===== config.mk =====
export PLATFORM = sky130hd
export DESIGN_NAME = uart_rx_fifo
export DESIGN_NICKNAME = d
export VERILOG_FILES = /design/src/rtl/uart_rx_fifo.sv
export SDC_FILE = /design/constraint.sdc
export NUM_CORES = 1
export LEC_CHECK = 0
export CAP_MARGIN = 30
export CORE_MARGIN = 8
export CORE_UTILIZATION = 35
export DETAILED_ROUTE_END_ITERATION = 8
export PLACE_DENSITY_LB_ADDON = 0.25
export SLEW_MARGIN = 20
export SYNTH_ARGS = -nofsm -noshare
export SYNTH_HDL_FRONTEND = slang
export SYNTH_SLANG_ARGS = --single-unit

===== constraint.sdc =====
create_clock -name CLK -period 5.8 [get_ports CLK]
set_clock_uncertainty 0.05 [all_clocks]
set_input_delay 0.58 -clock CLK [delete_from_list [all_inputs] [get_ports CLK]]
set_output_delay 0.58 -clock CLK [all_outputs]
set_load 0.01 [all_outputs]

===== src/rtl/uart_rx_fifo.sv =====
// uart_rx_fifo: buffered 8N1 UART receiver.
//
// An oversampling receive FSM (IDLE/START/DATA/STOP/BREAK) samples the synchronized serial
// line at the centre of each bit and pushes good bytes into a 2**DEPTH entry byte FIFO.
// Framing errors and FIFO overflow raise sticky flags, and a registered IRQ fires on a
// watermark or either flag.
//
// Parameters:
//   CLK_DIV   clock cycles per UART bit (>= 8)
//   DEPTH     log2 of FIFO entries (2..8)
//   WATERMARK IRQ threshold in entries (1..2**DEPTH)
// Ports:
//   CLK      system clock
//   RESET    synchronous, active-high reset
//   RXD      asynchronous serial input, idle high
//   DATA_RD  registered status/data word:
//            [7:0] head byte, [16+DEPTH:16] count, [28] FULL, [29] EMPTY, [30] FERR, [31] OVF
//   DATA_WE  pop strobe, removes the head byte
//   CLR_WE   clears the sticky OVF and FERR flags
//   IRQ      registered interrupt request
module uart_rx_fifo #(
    parameter int unsigned CLK_DIV   = 434,
    parameter int unsigned DEPTH     = 5,
    parameter int unsigned WATERMARK = 1
) (
    input  logic        CLK,
    input  logic        RESET,
    input  logic        RXD,
    output logic [31:0] DATA_RD,
    input  logic        DATA_WE,
    input  logic        CLR_WE,
    output logic        IRQ
);

    localparam int unsigned NumEntries = 2 ** DEPTH;
    localparam int unsigned TimerW     = $clog2(CLK_DIV);

    localparam logic [TimerW-1:0] BitLoad   = TimerW'(CLK_DIV - 1);
    localparam logic [TimerW-1:0] HalfLoad  = TimerW'(CLK_DIV / 2 - 1);
    localparam logic [DEPTH:0]    FullCount = (DEPTH + 1)'(NumEntries);
    localparam logic [DEPTH:0]    WmCount   = (DEPTH + 1)'(WATERMARK);

    typedef enum logic [2:0] {
        StIdle,
        StStart,
        StData,
        StStop,
        StBreak
    } rx_state_e;

    // Synchronizer plus one extra stage for falling-edge detection
    logic rxd_meta_q, rxd_sync_q, rxd_prev_q;

    rx_state_e         state_q, state_d;
    logic [TimerW-1:0] timer_q, timer_d;
    logic [2:0]        bit_idx_q, bit_idx_d;
    logic [7:0]        shift_q, shift_d;
    logic              rx_push;
    logic              ferr_set;
    logic              timer_expired;

    logic [7:0]       mem_q [NumEntries];
    logic [DEPTH-1:0] wr_ptr_q, rd_ptr_q;
    logic [DEPTH:0]   count_q;
    logic             ovf_q, ferr_q;
    logic             empty, full;
    logic             pop_ok, push_ok, ovf_set;

    logic [31:0] status_word;
    logic [31:0] data_rd_q;
    logic        irq_q;

    assign timer_expired = (timer_q == '0);

    // ------------------------------------------------------------------
    // Receive FSM
    // ------------------------------------------------------------------
    always_comb begin
        state_d   = state_q;
        timer_d   = timer_q;
        bit_idx_d = bit_idx_q;
        shift_d   = shift_q;
        rx_push   = 1'b0;
        ferr_set  = 1'b0;

        unique case (state_q)
            StIdle: begin
                if (rxd_prev_q && !rxd_sync_q) begin
                    state_d = StStart;
                    timer_d = HalfLoad;
                end
            end
            StStart: begin
                if (timer_expired) begin
                    if (!rxd_sync_q) begin
                        state_d   = StData;
                        timer_d   = BitLoad;
                        bit_idx_d = 3'd0;
                    end else begin
                        // Line went back high before mid-bit: treat as a glitch
                        state_d = StIdle;
                    end
                end else begin
                    timer_d = timer_q - TimerW'(1);
                end
            end
            StData: begin
                if (timer_expired) begin
                    shift_d   = {rxd_sync_q, shift_q[7:1]};
                    timer_d   = BitLoad;
                    bit_idx_d = bit_idx_q + 3'd1;
                    if (bit_idx_q == 3'd7) begin
                        state_d = StStop;
                    end
                end else begin
                    timer_d = timer_q - TimerW'(1);
                end
            end
            StStop: begin
                if (timer_expired) begin
                    if (rxd_sync_q) begin
                        rx_push = 1'b1;
                        state_d = StIdle;
                    end else begin
                        ferr_set = 1'b1;
                        state_d  = StBreak;
                    end
                end else begin
                    timer_d = timer_q - TimerW'(1);
                end
            end
            StBreak: begin
                if (rxd_sync_q) begin
                    state_d = StIdle;
                end
            end
            default: state_d = StIdle;
        endcase
    end

    always_ff @(posedge CLK) begin
        if (RESET) begin
            rxd_meta_q <= 1'b1;
            rxd_sync_q <= 1'b1;
            rxd_prev_q <= 1'b1;
            state_q    <= StIdle;
            timer_q    <= '0;
            bit_idx_q  <= 3'd0;
            shift_q    <= 8'd0;
        end else begin
            rxd_meta_q <= RXD;
            rxd_sync_q <= rxd_meta_q;
            rxd_prev_q <= rxd_sync_q;
            state_q    <= state_d;
            timer_q    <= timer_d;
            bit_idx_q  <= bit_idx_d;
            shift_q    <= shift_d;
        end
    end

    // ------------------------------------------------------------------
    // FIFO and sticky flags
    // ------------------------------------------------------------------
    assign empty   = (count_q == '0);
    assign full    = (count_q == FullCount);
    assign pop_ok  = DATA_WE && !empty;
    // A pop in the same cycle frees a slot, so a push onto a full FIFO is still accepted
    assign push_ok = rx_push && (!full || pop_ok);
    assign ovf_set = rx_push && full && !pop_ok;

    always_ff @(posedge CLK) begin
        if (RESET) begin
            for (int i = 0; i < NumEntries; i++) begin
                mem_q[i] <= 8'd0;
            end
            wr_ptr_q <= '0;
            rd_ptr_q <= '0;
            count_q  <= '0;
            ovf_q    <= 1'b0;
            ferr_q   <= 1'b0;
        end else begin
            if (push_ok) begin
                mem_q[wr_ptr_q] <= shift_q;
                wr_ptr_q        <= wr_ptr_q + DEPTH'(1);
            end
            if (pop_ok) begin
                rd_ptr_q <= rd_ptr_q + DEPTH'(1);
            end
            case ({push_ok, pop_ok})
                2'b10:   count_q <= count_q + (DEPTH + 1)'(1);
                2'b01:   count_q <= count_q - (DEPTH + 1)'(1);
                default: count_q <= count_q;
            endcase
            // Set has priority over a coincident clear
            ovf_q  <= ovf_set || (ovf_q && !CLR_WE);
            ferr_q <= ferr_set || (ferr_q && !CLR_WE);
        end
    end

    // ------------------------------------------------------------------
    // Registered status word and interrupt
    // ------------------------------------------------------------------
    always_comb begin
        status_word                = '0;
        status_word[7:0]           = mem_q[rd_ptr_q];
        status_word[16 +: DEPTH+1] = count_q;
        status_word[28]            = full;
        status_word[29]            = empty;
        status_word[30]            = ferr_q;
        status_word[31]            = ovf_q;
    end

    always_ff @(posedge CLK) begin
        if (RESET) begin
            data_rd_q <= '0;
            irq_q     <= 1'b0;
        end else begin
            data_rd_q <= status_word;
            irq_q     <= (count_q >= WmCount) || ovf_q || ferr_q;
        end
    end

    assign DATA_RD = data_rd_q;
    assign IRQ     = irq_q;

endmodule

Yosys cells after proc, flatten, opt, wreduce, memory -nomap -nowiden
Memory sizes are Yosys's and may differ from the RTL's. A register that Yosys moved wholly into a read port is not among the register bits.
Index checks and enable logic that the tools add are counted.
Widths: inputs -> output; s select.
{"block": "totals", "register_bits": 77, "ram_bits": 256, "wordCells": 102, "inputBits": 5, "n_memories": 1, "out_inout_bits": 33}
{"memory": "mem_q", "depth": 32, "width": 8, "rd": 1, "rd_clocked_by_memory_dff": 1, "write_ports": 32, "line": "62", "text": "logic [7:0] mem_q [NumEntries];"}
{"block": "op_classes", "n_reduce_logical": 28, "mux": 34, "eq_ne": 17, "n_lt_le_gt_ge": 1, "add_sub_neg": 6}
{"op": "$mux 9", "n": 5}
{"op": "$pmux 9 s4", "n": 1}
{"op": "$mux 3", "n": 10}
{"op": "$ne 2x2->1 const B", "n": 8}
{"op": "$pmux 3 s5", "n": 1}
{"op": "$mux 1", "n": 12}
{"op": "$pmux 6 s2", "n": 1}
{"op": "$add 5x1->5 const B", "n": 2}
{"op": "$logic_not 9->1", "n": 1}
{"op": "$sub 9x1->9 const B", "n": 1}
{"op": "$mux 8", "n": 1}
{"op": "$reduce_and 4->1", "n": 2}
{"op": "$reduce_or 8->1", "n": 1}
{"op": "$logic_and 1x1->1", "n": 7}
{"op": "$add 6x1->6 const B", "n": 1}
{"op": "$eq 3x2->1 const B", "n": 2}
{"op": "$eq 3x3->1 const B", "n": 2}
{"op": "$eq 6x6->1 const B", "n": 1}
{"op": "$ge 6x1->1 const B", "n": 1}
{"op": "$logic_not 6->1", "n": 1}
{"op": "$pmux 3 s2", "n": 1}
{"op": "$reduce_and 6->1", "n": 1}
{"op": "$sub 6x1->6 const B", "n": 1}
{"op": "$logic_not 1->1", "n": 5}
{"op": "other kinds (12)", "n": 17}

Logic depth before layout (Yosys ltp)
{"block": "depth", "ltp_word": 10, "mapped_depth": 10, "depth_no_buf": 7}

Worst setup path after synthesis
Ideal clock, no wire load.
{"block": "synth_path", "path_type": "register -> register", "from": "register timer_q[0]", "to": "memory mem_q[13][0] (enable)", "arrival_ps": 2294, "stages_incl_launch_ff": 8, "synth_period_minus_slack_ps": 2718, "setup_slack_ps": 3082, "cell_sequence": "dfxtp_1 -> inv_1 -> ha_1 -> or4b_4 -> nor4_2 -> or3b_1 -> buf_2 -> o21bai_1"}
{"element": "start: declaration", "line": "55", "text": "logic [TimerW-1:0] timer_q, timer_d;"}
{"element": "start signal: assignment", "line": "155", "text": "timer_q <= timer_d;"}
{"element": "end: declaration", "line": "62"}

==> metrics.md <==
| Metric | Value |
|---|---|
| Outcome | `completed` |
| R2r setup slk | `approximately 2.4 ns` |
| GR Util All Layers | `between 15 and 20%` |
| Comb pwr share | `17.5%` |
| PostCTS Resize Cnt | `0` |
| Total grt overflow | `0` |
| Clock slew at reported path FFs | `about 0.060 ns` |
| Skew-Pair Late Insertion Delay | `roughly 0.53 ns` |
| Cts hold-fix bufs | `0` |
| Synth area leader | `edfxtp_1` |
| IO buf count | `23` |
| WL/cell | `between 20 and 25 µm` |
| Setup crit end | `mem_q[16][6]$_SDFFCE_PN0P_` |
| Largest net degree at the start of global routing | `74` |
| DR iter-0 viols | `1315` |
| Pwr dens | `around 380 nW/µm²` |
| Width of the chip | `219.8 µm` |
| RSZ-0062 raised after global routing | `false` |
| H-tree depth | `2` |
| Max Freq | `0.2908 GHz` |
| Worst IR Drop VDD | `roughly 0.00034 V` |
| Required @ worst endpoint | `just under 6 ns` |
| Critical path origin | `timer_q[0]$_SDFFE_PP0P_` |
| Reg2reg end | `mem_q[16][6]$_SDFFCE_PN0P_` |
| N_diodes | `0` |
| Vias per cell | `between 5 and 6` |
| CTS tree | `yes` |
| Row Count | `between 70 and 80` |
| Sequential element share of the synthesized area | `61.58%` |
| HP Class | `reg2reg` |
| GR Layer Usage met3 | `approximately 4.4%` |
| Post-synth top cells | `edfxtp_1, nor2_1, nor3_1` |
| Final Util | `39.51%` |
| Yosys cell types | `63` |
| Most used DFF post-synth | `edfxtp_1` |
| Final period util | `between 50% and 60%` |
| Slew headroom | `a little under two fifths` |
| Crit start category | `register` |
| Post-DP HPWL | `about 28 mm` |
| Core area | `between 40000 and 50000 µm²` |
| Ys async rst share | `0%` |
| YS warnings | `0` |
| Grt peak-use layer | `met2` |
| Fin. max-slew vios | `0` |
| Mean Syn Cell Area | `12.26 µm²` |
| Crit path DAT | `~3.5 ns` |
| Nets | `about 1200` |
| Vias in the first global route | `9295` |
| # DRC | `0` |
| P_int | `4.425 mW` |
| Met1 Usage GRT | `24.35%` |
| Clock power frac | `37.1%` |
| Synth area leaders | `edfxtp_1, dfxtp_1, mux4_2, nor2_1, nor3_1` |
| Via count | `about 9600` |
| Synth top area share | `52.90%` |
| Lkg Pwr | `between 5 and 6 nW` |
| Pwr Total | `just over 6 mW` |
| Post-synth EDFFs | `256` |
| Switching power | `between 1.5 and 2 mW` |
| Routability Congestion | `0.8451` |
| Worst R2R Path Depth | `8` |
| Reg power frac | `45.4%` |
| TritonCTS buffer count | `37` |
| Post-Syn Instances | `between 1000 and 1500` |
| Worst Max-Slew Pin Slew | `~0.95 ns` |
| Register bit total from synthesis | `319` |
| Setup TNS | `0 ns` |
| Initial Util | `35.51%` |
| Reg-to-reg startpoint | `timer_q[0]$_SDFFE_PP0P_` |
| Setup violators final | `0` |
| MaxCap Viol Count | `0` |
| Synthesized cell area | `between 10000 and 15000 µm²` |
| Ports | `38` |
| Cell with the most instances after synthesis | `edfxtp_1` |
| CP endpoint kind | `register` |
| Total die area | `around 48000 µm²` |
| First-pass GRT wire length | `62.60 mm` |
| Crit Path Category | `reg2reg` |
| Routed wire length | `about 42 mm` |
| Crit-path max FO | `72` |
| Drt pass-1 iters | `5` |
| Clock root buffer | `clkbuf_16` |
| Fill count | `between 3000 and 4000` |
| Final Hold Fails | `0` |
| Final min period | `~3.4 ns` |
| Hold path startpoint | `rxd_meta_q$_SDFF_PP1_` |
| Net Sw Frac | `between 20% and 30%` |
| Maximum clock path buffer count | `3` |
| Routed Antenna Nets | `0` |
| Initial antenna violation count | `1` |
| Clk sinks | `319` |
| Setup bufs post-CTS | `0` |
| Area Overhead vs Synth | `11.26%` |
| Die height | `219.8 µm` |
| Layout cells sized above 1 | `a little over an eighth` |
| Hold WS | `approximately 0.36 ns` |
| Met2 usage in global routing | `26.07%` |
[kinds of logic after synthesis]
| family | share of synthesized area (%) |
|---|---|
| compound gates | 7.008 |
| xor+xnor | 0.5424 |
| fa+ha+maj | 1.033 |
| buf+inv | 4.219 |
| flops | 61.58 |
| mux | 10.28 |
| other cells | 0.02580 |
| simple gates | 15.32 |
[layout make-up]
cell class              count  area (µm²)  share of cell area (%)
flip-flops and latches    319        8960                   55.41
well taps                 532       665.6                   4.117
clock buffers              45       998.5                   6.175
clock inverters            23       168.9                   1.045
repair buffers             34       307.8                   1.904
multi-input cells         750        5027                   31.09
inverters                  11       41.29                  0.2554
[power groups by stage]
| stage | Sequential, mW | Combinational (mW) | Clock, mW |
|---|---|---|---|
| after global routing | 2.80 | 1.17 | 2.38 |
| after floorplan | 2.73 | 0.873 | 0 |
| after detailed placement | 2.82 | 1.07 | 0 |
| after CTS | 2.77 | 1.07 | 2.29 |
| final | 2.77 | 1.07 | 2.27 |
| after global placement | 2.82 | 1.06 | 0 |
[how the worst min path moves through the flow]
stage	cells after the start	slack (ns)	endpoint
2_1_floorplan	1	0.34	rxd_sync_q$_SDFF_PP1_
3_3_place_gp	1	0.34	rxd_sync_q$_SDFF_PP1_
3_5_place_dp	1	0.35	rxd_sync_q$_SDFF_PP1_
4_1_cts	1	0.36	rxd_sync_q$_SDFF_PP1_
5_1_grt	1	0.37	rxd_sync_q$_SDFF_PP1_
6_report	1	0.36	rxd_sync_q$_SDFF_PP1_
[per-stage QoR]
| stage | setup slack, ns | area (µm²) | cells |
|---|---|---|---|
| 6_report | 2.362 | 16170 | 1714 |
| 5_1_grt | 1.993 | 16170 | 1714 |
| 4_1_cts | 2.332 | 16170 | 1714 |
| 3_5_place_dp | 2.352 | 15000 | 1646 |
| 3_3_place_gp | 2.517 | 14990 | 1646 |
| 2_1_floorplan | 3.082 | 14580 | 1198 |
[critical path, stage by stage, from the launching register on]
cell      delay, ns
dfxtp_1        0.33
inv_1          0.09
ha_1           0.24
nor4b_2        0.35
nand4_2        0.43
nor2_4         0.36
nand3b_1       0.11
buf_4          0.37
o21bai_1       0.72
[sequential cells by signal (all words and copies together) (netlist names)]
signal      count
mem_q         256
DATA_RD        18
rd_ptr_q        5
count_q         6
timer_q         9
shift_q         8
rxd_meta_q      1
rxd_prev_q      1
state_q         3
ferr_q          1
ovf_q           1
wr_ptr_q        5
rxd_sync_q      1
bit_idx_q       3
IRQ             1
[per-layer routing]
layer | routed length [µm] | share of wire, %
met5 | 0 | 0
met4 | 1524 | 3.6
met3 | 4361 | 10
met2 | 18950 | 45
met1 | 17660 | 42
[cell usage in the layout, fill, tap and decap left out, drive strengths merged, types with 5 or more instances in the layout]
| cell | n |
|---|---|
| a21oi | 34 |
| a221oi | 9 |
| a22oi | 18 |
| a31o | 10 |
| buf | 12 |
| clkbuf | 45 |
| clkdlybuf4s50 | 22 |
| clkinv | 18 |
| conb | 14 |
| dfxtp | 63 |
| edfxtp | 256 |
| ha | 12 |
| inv | 12 |
| mux2 | 18 |
| mux2i | 21 |
| mux4 | 48 |
| nand2 | 83 |
| nand2b | 7 |
| nand3 | 41 |
| nand4 | 5 |
| nor2 | 199 |
| nor2b | 10 |
| nor3 | 110 |
| o21ai | 10 |
| o21bai | 31 |
| o221ai | 8 |
| xnor2 | 7 |
Note: power is estimated with default switching activity, not from simulation.
